==> config.mk <==
export PLATFORM = sky130hd
export DESIGN_NAME = window5_gen
export DESIGN_NICKNAME = d
export VERILOG_FILES = /design/src/rtl/window5_gen.sv
export SDC_FILE = /design/constraint.sdc
export NUM_CORES = 1
export LEC_CHECK = 0
export CORE_UTILIZATION = 50
export DETAILED_ROUTE_END_ITERATION = 6
export MAX_ROUTING_LAYER = met4
export PLACE_DENSITY_LB_ADDON = 0.1
export SYNTH_ARGS = -nofsm -noshare
export SYNTH_HDL_FRONTEND = slang
export SYNTH_SLANG_ARGS = --single-unit
==> constraint.sdc <==
create_clock -name clk -period 2.4 [get_ports clk]
set_clock_uncertainty 0.15 [all_clocks]
set_input_delay 0.24 -clock clk [delete_from_list [all_inputs] [get_ports clk]]
set_output_delay 0.24 -clock clk [all_outputs]
set_load 0.01 [all_outputs]
==> src/rtl/window5_gen.sv <==
`default_nettype none
// ============================================================================
// Module      : window5_gen
// Description : Sliding 5-sample window generator feeding the peak comparator.
// Revision    : 1.0 - initial release
// ============================================================================
module window5_gen #(
    parameter int DATA_WIDTH = 46,
    parameter int PAD_EDGES  = 1,
    parameter int IDX_WIDTH  = 16
) (
    input  logic                    clk,
    input  logic                    rst,
    input  logic [DATA_WIDTH-1:0]   in_sample_value,
    input  logic                    in_sample_valid,
    input  logic                    in_sample_last,
    output logic                    in_sample_ready,
    output logic [DATA_WIDTH*5-1:0] out_window_value,
    output logic                    out_window_valid,
    output logic [IDX_WIDTH-1:0]    out_window_center_idx,
    output logic                    out_window_last
);

    localparam int               c_WIN_W  = DATA_WIDTH * 5;
    localparam logic             c_PAD    = (PAD_EDGES != 0);
    localparam logic [1:0]       c_RUN    = 2'd0;
    localparam logic [1:0]       c_FLUSH1 = 2'd1;
    localparam logic [1:0]       c_FLUSH2 = 2'd2;
    localparam logic [2:0]       c_J_MAX  = 3'd4;
    localparam logic [2:0]       c_EMIT_J = (PAD_EDGES != 0) ? 3'd2 : 3'd4;
    // Without padding the first window is centred on the third sample.
    localparam logic [IDX_WIDTH-1:0] c_IDX_START =
        (PAD_EDGES != 0) ? {IDX_WIDTH{1'b0}} : IDX_WIDTH'(2);

    logic [1:0]            r_state;
    logic                  r_ready;
    logic [c_WIN_W-1:0]    r_win;
    logic [2:0]            r_j;
    logic [IDX_WIDTH-1:0]  r_idx;
    logic [c_WIN_W-1:0]    r_out_value;
    logic                  r_out_valid;
    logic [IDX_WIDTH-1:0]  r_out_idx;
    logic                  r_out_last;

    logic                  w_accept;
    logic                  w_shift;
    logic [DATA_WIDTH-1:0] w_incoming;
    logic [c_WIN_W-1:0]    w_shifted;
    logic                  w_emit;
    logic                  w_frame_end;
    logic [1:0]            w_state_nxt;

    always_comb begin
        w_accept    = in_sample_valid && r_ready && (r_state == c_RUN);
        w_shift     = w_accept || (r_state != c_RUN);
        w_incoming  = w_accept ? in_sample_value : {DATA_WIDTH{1'b0}};
        w_shifted   = {w_incoming, r_win[c_WIN_W-1:DATA_WIDTH]};
        w_emit      = w_shift && (r_j >= c_EMIT_J);
        // Padded frames end after the second flush; unpadded ones on last.
        w_frame_end = (r_state == c_FLUSH2) ||
                      (w_accept && in_sample_last && !c_PAD);
        w_state_nxt = r_state;
        case (r_state)
            c_RUN: begin
                if (w_accept && in_sample_last && c_PAD) begin
                    w_state_nxt = c_FLUSH1;
                end
            end
            c_FLUSH1: w_state_nxt = c_FLUSH2;
            c_FLUSH2: w_state_nxt = c_RUN;
            default:  w_state_nxt = c_RUN;
        endcase
    end

    always_ff @(posedge clk) begin
        if (rst) begin
            r_state     <= c_RUN;
            r_ready     <= 1'b1;
            r_win       <= '0;
            r_j         <= 3'd0;
            r_idx       <= c_IDX_START;
            r_out_value <= '0;
            r_out_valid <= 1'b0;
            r_out_idx   <= '0;
            r_out_last  <= 1'b0;
        end else begin
            r_state <= w_state_nxt;
            r_ready <= (w_state_nxt == c_RUN);

            if (w_frame_end) begin
                r_win <= '0;
                r_j   <= 3'd0;
                r_idx <= c_IDX_START;
            end else if (w_shift) begin
                r_win <= w_shifted;
                if (r_j != c_J_MAX) begin
                    r_j <= r_j + 3'd1;
                end
                if (w_emit) begin
                    r_idx <= r_idx + IDX_WIDTH'(1);
                end
            end

            r_out_valid <= w_emit;
            r_out_value <= w_emit ? w_shifted : '0;
            r_out_idx   <= w_emit ? r_idx : '0;
            r_out_last  <= w_emit && w_frame_end;
        end
    end

    assign in_sample_ready       = r_ready;
    assign out_window_value      = r_out_value;
    assign out_window_valid      = r_out_valid;
    assign out_window_center_idx = r_out_idx;
    assign out_window_last       = r_out_last;

endmodule
`default_nettype wire
---- Yosys cells after proc, flatten, opt, wreduce, memory -nomap -nowiden ----
Index checks and enable logic that the tools add are counted.
storage, ports and cells
  register bits ........................... 500
  input bits .............................. 50
  output and inout bits ................... 249
  logic and storage cells ................. 32
operators by class
  $add $sub $neg .......................... 2
  $lt $le $gt $ge ......................... 1
  equal/unequal tests ..................... 3
  multiplexer cells ....................... 3
  bitwise logic cells ..................... 1
  reduce and logical (&&, ||, !) cells .... 13
operators by type and width
  cell                                                                   number
  46-bit 2-to-1 mux                                                      1
  16-bit by 1-bit adder with 16-bit output, second input constant        1
  1-bit logical AND                                                      5
  2-bit logical NOT                                                      2
  2-bit case mux with 2 select lines                                     1
  2-bit AND reduction                                                    2
  2-bit OR reduction                                                     2
  3-bit by 1-bit adder with 3-bit output, second input constant          1
  3-bit by 2-bit >= comparator with 1-bit output, second input constant  1
  3-bit inequality test, second input constant                           1
  2-bit by 1-bit equality test with 1-bit output, second input constant  1
  2-bit equality test, second input constant                             1
  2-bit 2-to-1 mux                                                       1
  2-bit nonzero test                                                     1
  1-bit logical OR                                                       1
  1-bit inverter                                                         1

---- Longest topological paths before layout ----
  word-level depth ........................ 6
  mapped depth ............................ 6
  mapped depth without buffers ............ 5

---- Least setup slack after synthesis ----
OpenSTA, ideal clock, no wires.
  kind .................................... register -> register
  start point ............................. reg r_ready, in the netlist in_sample_ready
  end point ............................... reg r_idx[15]
  data arrival time ....................... 1.546 ns
  data required time ...................... 2.180 ns
  path slack .............................. 0.634 ns
  stages on the path, launching flop included .. 6
  period minus slack after synthesis ...... 1.766 ns
  path through ............................ dfxtp_1 a211oi_2 or3_1 buf_2 or4_1 a21oi_1
on the way
  word-level cells in the longest chain between the ends .. 5
RTL lines
  element                             line  text
  start, declared                     36    logic r_ready;
  start signal, assigned              88    r_ready <= (w_state_nxt == c_RUN);
  1-bit logical AND (*) (2 in a row)  54    w_accept = in_sample_valid && r_ready && (r_state == c_RUN);
  1-bit logical OR (*)                55    w_shift = w_accept || (r_state != c_RUN);
  1-bit logical AND                   58    w_emit = w_shift && (r_j >= c_EMIT_J);
  2-bit AND reduction (no line) (*)   --
  end signal, assigned                81    r_idx <= c_IDX_START;
  end signal, assigned                93    r_idx <= c_IDX_START;
  end signal, assigned                100   r_idx <= r_idx + IDX_WIDTH'(1);
  end, declared                       39    logic [IDX_WIDTH-1:0] r_idx;
Every way passes the cells marked *; elsewhere a longest branch is shown, timed or not.
A chain may end at the register's enable or synchronous reset.

---- Worst setup path after layout ----
  start point ............................. reg r_state[0]
  end point ............................... reg r_idx[15]
on the way
  word-level cells in the longest chain between the ends .. 5
  elaborated cells on any way between the ends .. 8
  classes of those cells .................. eq/ne (1); reduce/logical (7)
RTL lines
  element                        line  text
  start, declared                35    logic [1:0] r_state;
  start signal, assigned         77    r_state <= c_RUN;
  start signal, assigned         87    r_state <= w_state_nxt;
  2-bit logical NOT              54
  1-bit logical AND              54
  1-bit logical OR               55
  1-bit logical AND              58
  2-bit AND reduction (no line)  --
Several ways; a longest one is shown, not always the timed one.

==> reports/summary.txt <==
HOLD PATH
------------------------------------------------------------------------------------
Worst hold-check path type ............................................    in -> reg
Number of cells on the worst hold path ................................            2

CRITICAL PATH
------------------------------------------------------------------------------------
Worst endpoint data arrival time ......................................      2.23 ns
Highest cell delay on the worst timing path ...........................      0.51 ns
Standard cell with the maximum stage delay on the critical path ....... sky130_fd_sc_hd__or3_1
Kind of cell with the highest combined delay on the critical path ..... simple AND/OR/NAND/NOR gates
Data required time at the worst endpoint ..............................      2.70 ns
Worst Setup Path Type .................................................   reg -> reg
Category of the worst setup path capture point ........................     register
Maximum net fanout on the critical path ...............................            9
Worst-case register-to-register setup slack ...........................      0.47 ns
Crit path cell chain .................................................. a211oi_4, or3_1, or4_1, a21oi_1
Depth of the critical timing path with buffers and inverters included .            4
Worst Setup Start Kind ................................................     register
Buffer and inverter count on the worst path ...........................            0
Path depth of the worst reg2reg path ..................................            4

DRT
------------------------------------------------------------------------------------
Wire length per cell after detailed routing ........................... 14.97 microns
Detailed Routing Iterations Pass 1 ....................................            5
DRC Markers ...........................................................            0
Number of vias per cell after detailed routing ........................        4.830
Starting DRC count in detailed routing ................................          667
DR vias ...............................................................         9795
Final antenna-violating net count .....................................            0
Final wirelength ...................................................... 30370 microns

SYNTHESIS
------------------------------------------------------------------------------------
Fraction of the yosys area taken by sequential cells ..................       65.84%
Post-synthesis instance area ..........................................  13800 sq um
Synthesized area divided by synthesized cell count ....................  9.938 sq um
Async S/R FF share, synth .............................................           0%
Count of cell types in the netlist ....................................           34
Number of synthesis warnings ..........................................            0
Ys flop type .......................................................... sky130_fd_sc_hd__dfxtp_1
Seq cells post-synth ..................................................          454
Post-Synthesis Net Count ..............................................         1442
Number of synthesized flops with an enable pin ........................            0
Gate count of the mapped netlist ......................................         1389

CLOCK TREE
------------------------------------------------------------------------------------
Resize count post-CTS .................................................            0
Num CTS Buffers .......................................................           44
Number of sinks on the clock net ......................................          454
Depth of the CTS H-tree ...............................................            2
TritonCTS clock tree ..................................................        built
Clock-pin slew on the worst setup and hold paths ......................      0.06 ns
Post CTS Setup Buffer Count ...........................................            0
CTS Hold Bufs .........................................................            0
Worst skew pair latency ...............................................      0.52 ns
Bufs on Longest Clock Path ............................................            3
Cell at the root of the clock tree .................................... sky130_fd_sc_hd__clkbuf_16

GRT
------------------------------------------------------------------------------------
Met3 track demand over resource in global routing .....................       6.276%
Antenna violations before repair ......................................            0
Total global routing overflow .........................................            0
Largest net degree at the start of global routing .....................          106
Most crowded layer after global routing ...............................         met2
Met1 usage in global routing ..........................................       28.54%
Global-route total usage across every layer ...........................       21.83%
GR Util met2 ..........................................................       32.66%
Wire length of the first global-routing pass .......................... 48240 microns
Vias in the first global route ........................................         9102

TIMING
------------------------------------------------------------------------------------
Final slew viol count .................................................            0
Final clock period utilization by the worst path ......................       80.60%
RSZ-0062 raised after global routing ..................................           no
Achievable frequency ..................................................    516.9 MHz
Transition time at the pin with the least slew margin .................    0.6011 ns
Final count of hold timing violations .................................            0
Normalized max-slew margin ............................................       59.93%
Fin Setup TNS .........................................................         0 ns
Time the final worst path needs with I/O delays and setup .............     1.934 ns
Endpoints failing setup ...............................................            0

LAYOUT
------------------------------------------------------------------------------------
Final design instance area without fill ...............................  18480 sq um
Net count, final ......................................................         1711
Final-layout fill cell count ..........................................         2113
Share of post-route cells with drive strength above 1 .................       5.216%
Synth-to-Final Area Change ............................................       33.87%
Fin cells .............................................................         2028
Inserted Diodes .......................................................            0

JOB
------------------------------------------------------------------------------------
Count of max-cap constraint violations ................................            0

PLACEMENT
------------------------------------------------------------------------------------
Area after detailed placement .........................................  17120 sq um
Gpl congestion ........................................................       0.8093
Detailed placer's ending HPWL ......................................... 19280 microns
Placed Cells incl. Taps ...............................................         1953
Number of port buffers ................................................          298

PWR
------------------------------------------------------------------------------------
Areal power density over the cells .................................... 805.0 nW/um^2
Max rail drop VDD .....................................................  0.0005463 V
Overall Power .........................................................     14880 uW
Leakage power .........................................................  0.006871 uW

FLOORPLANNING
------------------------------------------------------------------------------------
Full die area .........................................................  28270 sq um
Die Y-Extent .......................................................... 168.2 microns
Horizontal extent of the die .......................................... 168.2 microns
I/O pin count .........................................................          299
Core Region ...........................................................  27030 sq um
Starting density of the core ..........................................       51.07%
Number of rows created at floorplan ...................................           60

OUTCOME
------------------------------------------------------------------------------------
Outcome ...............................................................    completed

-- worst reg2reg max path, stage by stage, from the launching register on --
cell and delay (ns):
sky130_fd_sc_hd__dfxtp_1 0.47, sky130_fd_sc_hd__a211oi_4 0.10, sky130_fd_sc_hd__or3_1 0.51, sky130_fd_sc_hd__or4_1 0.45, sky130_fd_sc_hd__a21oi_1 0.18
-- path summary, 6_finish.rpt --
check | start | to
max | r_state[0]$_SDFF_PP0_ | r_idx[15]$_SDFFE_PP0P_
min | in_sample_value[31] | out_window_value[215]$_SDFF_PP0_
max reg2reg | r_state[0]$_SDFF_PP0_ | r_idx[15]$_SDFFE_PP0P_
min reg2reg | r_win[70]$_SDFFE_PP0P_ | r_win[70]$_SDFFE_PP0P_
-- layer usage --
metal / routed length [microns] / part of all wire (%)
met4: 739 / 2.4
met1: 13510 / 45
met2: 13830 / 46
met5: 0 / 0
met3: 2282 / 7.5
-- synthesized netlist by cell type (all sizes together) (5+ instances only) --
cell type	n	area (sq um)
nor2	59	224.0
o21ai	5	25.02
dfxtp	454	9089
and2	245	1533
or3	5	31.28
clkbuf	73	274.0
a21oi	148	740.7
xnor2	5	43.79
nand2	282	1059
a22oi	46	345.3
buf	21	101.4
nand3	6	30.03
-- where the power goes --
part / switching (uW) / internal [uW]
registers: 84.4 / 7660
logic: 445 / 258
clock network: 2670 / 3770
-- cells in the final DEF, fill, tap and decap left out, types with 5 or more instances in the layout --
cell,n
sky130_fd_sc_hd__xnor2_1,5
sky130_fd_sc_hd__a21oi_1,148
sky130_fd_sc_hd__a22oi_1,46
sky130_fd_sc_hd__clkbuf_16,45
sky130_fd_sc_hd__or3_1,5
sky130_fd_sc_hd__and2_1,245
sky130_fd_sc_hd__dfxtp_1,454
sky130_fd_sc_hd__buf_4,10
sky130_fd_sc_hd__buf_12,9
sky130_fd_sc_hd__nand3_1,6
sky130_fd_sc_hd__nand2_1,282
sky130_fd_sc_hd__clkdlybuf4s50_1,298
sky130_fd_sc_hd__o21ai_0,5
sky130_fd_sc_hd__clkbuf_8,11
sky130_fd_sc_hd__clkinv_2,6
sky130_fd_sc_hd__nor2_1,58
sky130_fd_sc_hd__clkbuf_1,13
-- registers in the layout (all words and copies together), names as in the netlist --
signal and count:
out_window_value 230, r_win 184, out_window_center_idx 16, r_idx 16
r_j 3, r_state 2, in_sample_ready 1, out_window_last 1
out_window_valid 1
-- through the flow --
step | util, % | setup WS [ns] | hold WS (ns)
finish | 68.38 | 0.4656 | 0.1565
global route | 68.38 | 0.3298 | 0.1639
CTS | 68.38 | 0.4425 | 0.1396
detailed placement | 63.36 | 0.09909 | 0.2877
global placement | 63.36 | 0.1071 | 0.2828
floorplan | - | 0.6335 | 0.1687
-- final cells by class --
cell class                      instances  area (sq um)  share of cell area [%]
Sequential cell                       454          9089                   49.18
Clock buffer                           69          1326                   7.177
Tap cell                              341         426.7                   2.309
Multi-Input combinational cell        837          4354                   23.56
Timing Repair Buffer                  317          3238                   17.52
Clock inverter                          6         30.03                  0.1625
Inverter                                4         15.01                 0.08125
-- cell families (layout without fill, tap and decap cells) --
| family | count (synthesis) | count (layout) | share of synthesized area, % |
|---|---|---|---|
| AOI/OAI and AO/OA | 205 | 205 | 8.439 |
| xor gates and xnor gates | 9 | 9 | 0.5710 |
| adders and majority gates | 3 | 3 | 0.2720 |
| buffers and inverters | 98 | 396 | 2.828 |
| DFF | 454 | 454 | 65.84 |
| muxes | 1 | 1 | 0.07252 |
| and+or+nand+nor | 619 | 619 | 21.97 |
(Power assumes the default switching activity.)
